### src/rtl/drr_sched.sv
// Deficit round-robin packet scheduler: picks which input queue drives the
// downstream mux, one whole packet per grant, with per-queue byte quanta.
module drr_sched #(
   parameter int NUM_FIFO  = 3,
   parameter int SEL_WIDTH = $clog2(NUM_FIFO),
   parameter int LEN_WIDTH = 16
) (
   input  logic                          clk,
   input  logic                          rst_n,
   input  logic [NUM_FIFO-1:0]           fifo_tvalid,
   input  logic [NUM_FIFO-1:0]           fifo_tlast,
   input  logic [NUM_FIFO*LEN_WIDTH-1:0] fifo_len,
   input  logic [NUM_FIFO*LEN_WIDTH-1:0] quantum,
   input  logic                          out_tready,
   output logic [SEL_WIDTH-1:0]          sel_out,
   output logic                          en_out,
   output logic                          busy
);

   localparam int DEF_WIDTH = LEN_WIDTH + 1;

   typedef enum logic [1:0] {IDLE, ADD, CHECK, SEND} state_t;

   state_t               state;
   logic [SEL_WIDTH-1:0] ptr;
   logic [DEF_WIDTH-1:0] deficit [NUM_FIFO];

   logic [LEN_WIDTH-1:0] cur_len;
   logic [LEN_WIDTH-1:0] cur_quantum;
   logic [DEF_WIDTH-1:0] cur_def;
   logic                 cur_valid;
   logic                 cur_fits;
   logic                 sel_done;
   logic [SEL_WIDTH-1:0] ptr_next;

   // Deficit grows by one quantum per visit; clamp rather than wrap.
   function automatic logic [DEF_WIDTH-1:0] sat_add(input logic [DEF_WIDTH-1:0] a,
                                                    input logic [LEN_WIDTH-1:0] b);
      logic [DEF_WIDTH:0] s;
      s = {1'b0, a} + {2'b00, b};
      return s[DEF_WIDTH] ? '1 : s[DEF_WIDTH-1:0];
   endfunction

   always_comb begin
      cur_len     = '0;
      cur_quantum = '0;
      cur_def     = '0;
      cur_valid   = 1'b0;
      for (int i = 0; i < NUM_FIFO; i++) begin
         if (ptr == SEL_WIDTH'(i)) begin
            cur_len     = fifo_len[i*LEN_WIDTH +: LEN_WIDTH];
            cur_quantum = quantum[i*LEN_WIDTH +: LEN_WIDTH];
            cur_def     = deficit[i];
            cur_valid   = fifo_tvalid[i];
         end
      end
   end

   assign cur_fits = ({1'b0, cur_len} <= cur_def);
   assign ptr_next = (ptr == SEL_WIDTH'(NUM_FIFO - 1)) ? '0 : ptr + 1'b1;
   // Only the granted queue's tlast can end the transfer.
   assign sel_done = fifo_tvalid[sel_out] & fifo_tlast[sel_out] & out_tready;
   assign busy     = (state != IDLE);

   always_ff @(posedge clk or negedge rst_n) begin
      if (!rst_n) begin
         state   <= IDLE;
         ptr     <= '0;
         sel_out <= '0;
         en_out  <= 1'b0;
         for (int i = 0; i < NUM_FIFO; i++) deficit[i] <= '0;
      end else begin
         case (state)
            IDLE: begin
               if (|fifo_tvalid) state <= ADD;
            end
            ADD: begin
               if (!(|fifo_tvalid)) begin
                  state <= IDLE;
               end else if (cur_valid && (cur_quantum != '0)) begin
                  deficit[ptr] <= sat_add(cur_def, cur_quantum);
                  state        <= CHECK;
               end else begin
                  deficit[ptr] <= '0;
                  ptr          <= ptr_next;
               end
            end
            CHECK: begin
               if (cur_valid && cur_fits) begin
                  deficit[ptr] <= cur_def - {1'b0, cur_len};
                  sel_out      <= ptr;
                  en_out       <= 1'b1;
                  state        <= SEND;
               end else begin
                  // An emptied queue forfeits its credit; a short one keeps it.
                  if (!cur_valid) deficit[ptr] <= '0;
                  ptr   <= ptr_next;
                  state <= ADD;
               end
            end
            SEND: begin
               if (sel_done) begin
                  en_out <= 1'b0;
                  state  <= CHECK;
               end
            end
            default: state <= IDLE;
         endcase
      end
   end

endmodule
### config.mk
export PLATFORM = sky130hd
export DESIGN_NAME = drr_sched
export DESIGN_NICKNAME = d
export VERILOG_FILES = /design/src/rtl/drr_sched.sv
export SDC_FILE = /design/constraint.sdc
export NUM_CORES = 1
export LEC_CHECK = 0
export BUFFER_PORTS_ARGS = -buffer_cell sky130_fd_sc_hd__buf_4
export CAP_MARGIN = 15
export CORE_MARGIN = 2
export CORE_UTILIZATION = 45
export DETAILED_ROUTE_END_ITERATION = 6
export PLACE_DENSITY = 0.69
export SLEW_MARGIN = 20
export SYNTH_ARGS = -nofsm -noshare
export SYNTH_HDL_FRONTEND = slang
export SYNTH_SLANG_ARGS = --single-unit
### constraint.sdc
create_clock -name clk -period 4.05 [get_ports clk]
set_clock_uncertainty 0.15 [all_clocks]
set_input_delay 0.81 -clock clk [delete_from_list [all_inputs] [get_ports clk]]
set_output_delay 0.81 -clock clk [all_outputs]
set_load 0.01 [all_outputs]
Word level (Yosys, flattened, before mapping) --
Index checks and enable logic that the tools add are counted. W data, S select, Z words.
Storage, ports and cells: register bits 58, output and inout port bits 4
Operators by class: bitwise logic cells 5, reduce and logical (&&, ||, !) cells 15, eq/ne operators 13, order comparisons 4, multiplexer cells 40, add/sub/neg operators 3
Operator list (number):
- $mux W51 | 4
- $bwmux W51 | 2
- $pmux W51 S2 | 1
- $mux W16 | 6
- $mux W17 | 5
- $and A51 B51 Y51 | 1
- $not A51 Y51 | 1
- $demux W17 S2 | 1
- $add A17 B16 Y18 | 1
- $mux W2 | 9
- $le A16 B17 Y1 | 1
- $sub A17 B16 Y17 | 1
- $reduce_bool A16 Y1 | 1
- $ne A2 B2 Y1 const B | 6
- $reduce_and A3 Y1 | 3
- $pmux W2 S4 | 1
- $mux W1 | 7
- $eq A2 B2 Y1 const B | 3
- $ne A3 B3 Y1 const B | 2
- $reduce_bool A2 Y1 | 3
- $bmux W1 S2 | 2
- $eq A2 B1 Y1 const B | 2
- $logic_not A2 Y1 | 2
- $pmux W2 S2 | 1
- 11 further kinds | 14

Logic depth before layout (Yosys ltp) --
word-level depth 10, mapped depth 18, depth with buffers taken out 16

Worst setup path before layout --
OpenSTA, ideal clock, no wires.
path type flip-flop to flip-flop, start reg ptr[0], end reg deficit[5] (netlist bit), data arrival time 3897 ps, clock period less this slack 4180 ps, cell stages (with the launch flop) 18, library setup time 133 ps, setup slack -130 ps, data required time 3767 ps, cell sequence dfrtp_1 -> buf_6 -> buf_6 -> buf_2 -> buf_1 -> mux2i_1 -> nor2_1 -> a21oi_1 -> ha_1 -> a211o_1 -> a21oi_1 -> nor2_1 -> o21a_1 -> or4_4 -> o2111a_1 -> buf_2 -> a22oi_1 -> a21oi_1
Between the ends: word-level cells in the longest chain between the ends 10, elaborated cells between the ends (all ways) 39
Ends and longest elaborated chain:
- start, declared | line 25 | logic [SEL_WIDTH-1:0] ptr;
- start signal, assigned | line 85 | ptr <= ptr_next;
- start signal, assigned | line 97 | ptr <= ptr_next;
- $logic_not A2 Y1 / $not A2 Y3 (equally long branches)
- $mux W17 (tied with other cells) (3 in series) | line 50 | if (ptr == SEL_WIDTH'(i)) begin
- $add A17 B16 Y18 / $demux W17 S2 (equally long branches)
- $mux W17 / $not A51 Y51 (equally long branches)
- $bwmux W51 / $and A51 B51 Y51 (equally long branches)
- $mux W51, on equally long branches | line 80, 96
- $mux W51, on equally long branches | line 78, 89
- $pmux W51 S2 | line 73 | case (state)
- end signal, assigned by index | line 81 | deficit[ptr] <= sat_add(cur_def, cur_quantum);
- end signal, assigned by index | line 90 | deficit[ptr] <= cur_def - {1'b0, cur_len};
- end, declared | line 26 | logic [DEF_WIDTH-1:0] deficit [NUM_FIFO];
Parallel ways exist; a longest one is shown, timed or not. The select of a mux whose other input is x is not followed. A chain may end at the register's enable or synchronous reset.

Final worst setup path --
start reg ptr[0], end reg deficit[47] (netlist bit)
Same word-level chain as after synthesis.

==> metrics.txt <==
status finished clean; DIE AREA around 15000 um^2; Root Driver clkbuf_16; initial antenna violation count 0; critical path type flip-flop to flip-flop; Initial Utilization a little under half; deepest clock path buffer count 2; Final Hold Violating Endpoints 0; R2R cell count 14; Tot Pwr 9.448 mW; HP Start deficit[26]; Worst setup EP type flip-flop; final worst-path cycle share between 90% and 100%; syn avg cell area roughly 8 um^2; Worst-path clk slew roughly 0.050 ns; CTS Buf Count 9; die extent in x between 100 and 150 um; number of global-route vias before repair 6844; Iter 0 DRT Violations a little over 700; post-route setup TNS 0 ns; sequential area share after synthesis between 20% and 30%; Final WS setup 0.1282 ns; gpl congestion roughly 0.98; count of cell types in the netlist 77; routed vias between 7000 and 8000; Worst Path Arrival about 4 ns; Place WS 0.04045 ns; CP top delay family compound AO/OA/AOI/OAI gates; cells along the critical path and2b_4, buf_12, buf_4, nand2_1, o21ai_0, ha_1, a21oi_1, o21ai_0, o21a_1, or4_4, o2111ai_4, nor3_2, buf_4, a221o_1; critical path's largest stage delay 0.62 ns; # fillers approximately 1200; Tot GR Track Use a little under a third; Async SR Flop Fraction between 90% and 100%; worst hold endpoint deficit[26]; syn_nets 942; Critical Path Start Type flip-flop; most frequent cells in the layout 217 x buf_4, 88 x nand2_1, 74 x a21oi_1, 65 x nor2_1, 61 x o21ai_0; first-pass GRT wire length roughly 36000 um; worst slew pin tran approximately 0.95 ns; row cnt between 40 and 50; register area 1454 um^2; Power Density roughly 1100 nW/um^2; HP Class flip-flop to flip-flop; Hold Crit Depth 1; post-DP HPWL between 15000 and 20000 um; Fmax 0.2550 GHz; largest net degree at the start of global routing 59; most common cell after layout, fill and taps aside buf_4; total core area 13830 um^2; dominant synthesized flop cell dfrtp_1; CTS tree built; Cells after Synth approximately 800; htree depth 3; number of synthesized register bits just under 60; Post-CTS Hold Buffers 0; clock sinks 58; P_leak just under 4 nW; worst ir drop on vdd 0.4668 mV; via-per-instance ratio approximately 6.2; post-route minimum period 3.922 ns; buffer and inverter count on the worst path 3; Syn Std Cell Area about 6400 um^2; clock latency on the worst-skew pair between 0.3 and 0.4 ns; max_slew headroom approximately 37%; max_cap viols 0; layout cells sized above 1 27.91%; final core utilization just over 60%; die height ~120 um; required time worst endpoint around 4.1 ns; area occupied by multi-input gates around 4700 um^2; synth warn 0; I/O Pins roughly 110; # port buffers about 110; ant diodes 0; endpoints failing setup 0; WL per Instance approximately 20 um; DR pass1 iterations 5; final max-slew violation count 0; Nets between 1000 and 1500; Post-synth EDFFs 0; P&R area growth vs syn 34.75%; register-to-register setup slack about 0.13 ns; gr ovfl total 0; RR Endpoint deficit[47]; Max Fanout on Critical Path 9; final WL roughly 24000 um; worst reg2reg path startpoint ptr[0]; DRC viols 0; remaining antenna violation count 0; slowest CP cell or4_4
registers in the layout, summed over array words and instances, names as in the netlist:
name     count
state        2
deficit     51
en_out       1
sel_out      2
ptr          2
per-layer routing:
metal	up-vias	global-route usage (%)	share of wire, %
li1	3442	-	-
met5	-	0	0
met3	46	5.623	11
met1	3419	41.48	40
met2	421	50.83	46
met4	0	11.06	2.9
cell families (layout without fill, tap and decap cells):
kind of cell,after synthesis,count (layout),synth area share [%]
AOI/OAI and AO/OA,323,323,35.97
xor gates and xnor gates,21,21,2.894
adders and majority gates,39,39,7.915
buffers and inverters,62,259,4.548
DFF,58,58,22.84
muxes,52,52,8.210
and+or+nand+nor,243,244,17.62
report_power, final:
part           total (mW)  leakage [nW]  switching [mW]  internal, mW
Combinational        7.57          3.01            4.44          3.12
Sequential          0.992         0.750           0.179         0.813
Clock               0.887         0.165           0.275         0.612
Yosys cell counts (6+ instances only):
master,n,area [um^2]
nand3_1,13,65.06
a22oi_1,18,135.1
a221oi_1,12,105.1
buf_2,9,45.04
ha_1,37,462.9
inv_1,19,71.32
o21a_1,22,165.2
a21o_1,12,90.09
xnor2_1,12,105.1
nor2_1,66,247.7
o2bb2ai_1,17,148.9
nor3_1,28,140.1
a21oi_1,75,375.4
nand2b_1,9,56.30
a211oi_1,11,82.58
nor4_1,6,37.54
clkbuf_1,21,78.83
dfrtp_1,58,1451
a221o_1,11,110.1
o31ai_1,9,67.56
mux2i_1,51,510.5
xor2_1,9,78.83
buf_1,6,22.52
o21ai_0,64,320.3
nand2_1,88,330.3
per-stage QoR:
| stage | instances | area (um^2) | hold WS (ns) |
|---|---|---|---|
| 6_report | 1176 | 8563 | 0.3621 |
| 5_1_grt | 1176 | 8563 | 0.3757 |
| 4_1_cts | 1169 | 8416 | 0.3653 |
| 3_5_place_dp | 1154 | 8074 | 0.3537 |
| 3_3_place_gp | 1154 | 8074 | 0.3463 |
| 2_1_floorplan | 798 | 6359 | 0.3146 |
cell type report:
class | instances | share of cell area [%]
clock buffers | 10 | 2.791
clock inverters | 5 | 1.198
inverters | 19 | 0.8328
multi-input cells | 679 | 54.59
flip-flops and latches | 58 | 16.98
well taps | 180 | 2.630
repair buffers | 225 | 20.98
worst max-delay path by stage:
stage                     cells after the start           to    startpoint
after floorplan                              16   deficit[5]        ptr[0]
after global placement                       14  deficit[10]  fifo_len[18]
after detailed placement                     15  deficit[10]        ptr[0]
after CTS                                    15  deficit[10]        ptr[0]
after global routing                         17   deficit[7]        ptr[0]
final                                        14  deficit[47]        ptr[0]
timing repair:
| action | CTS | global route |
|---|---|---|
| setup buffers | 0 | 5 |
| gates resized for setup | 0 | 17 |
| setup endpoints to repair | 0 | 39 |
Note: power is estimated with default switching activity, not from simulation.
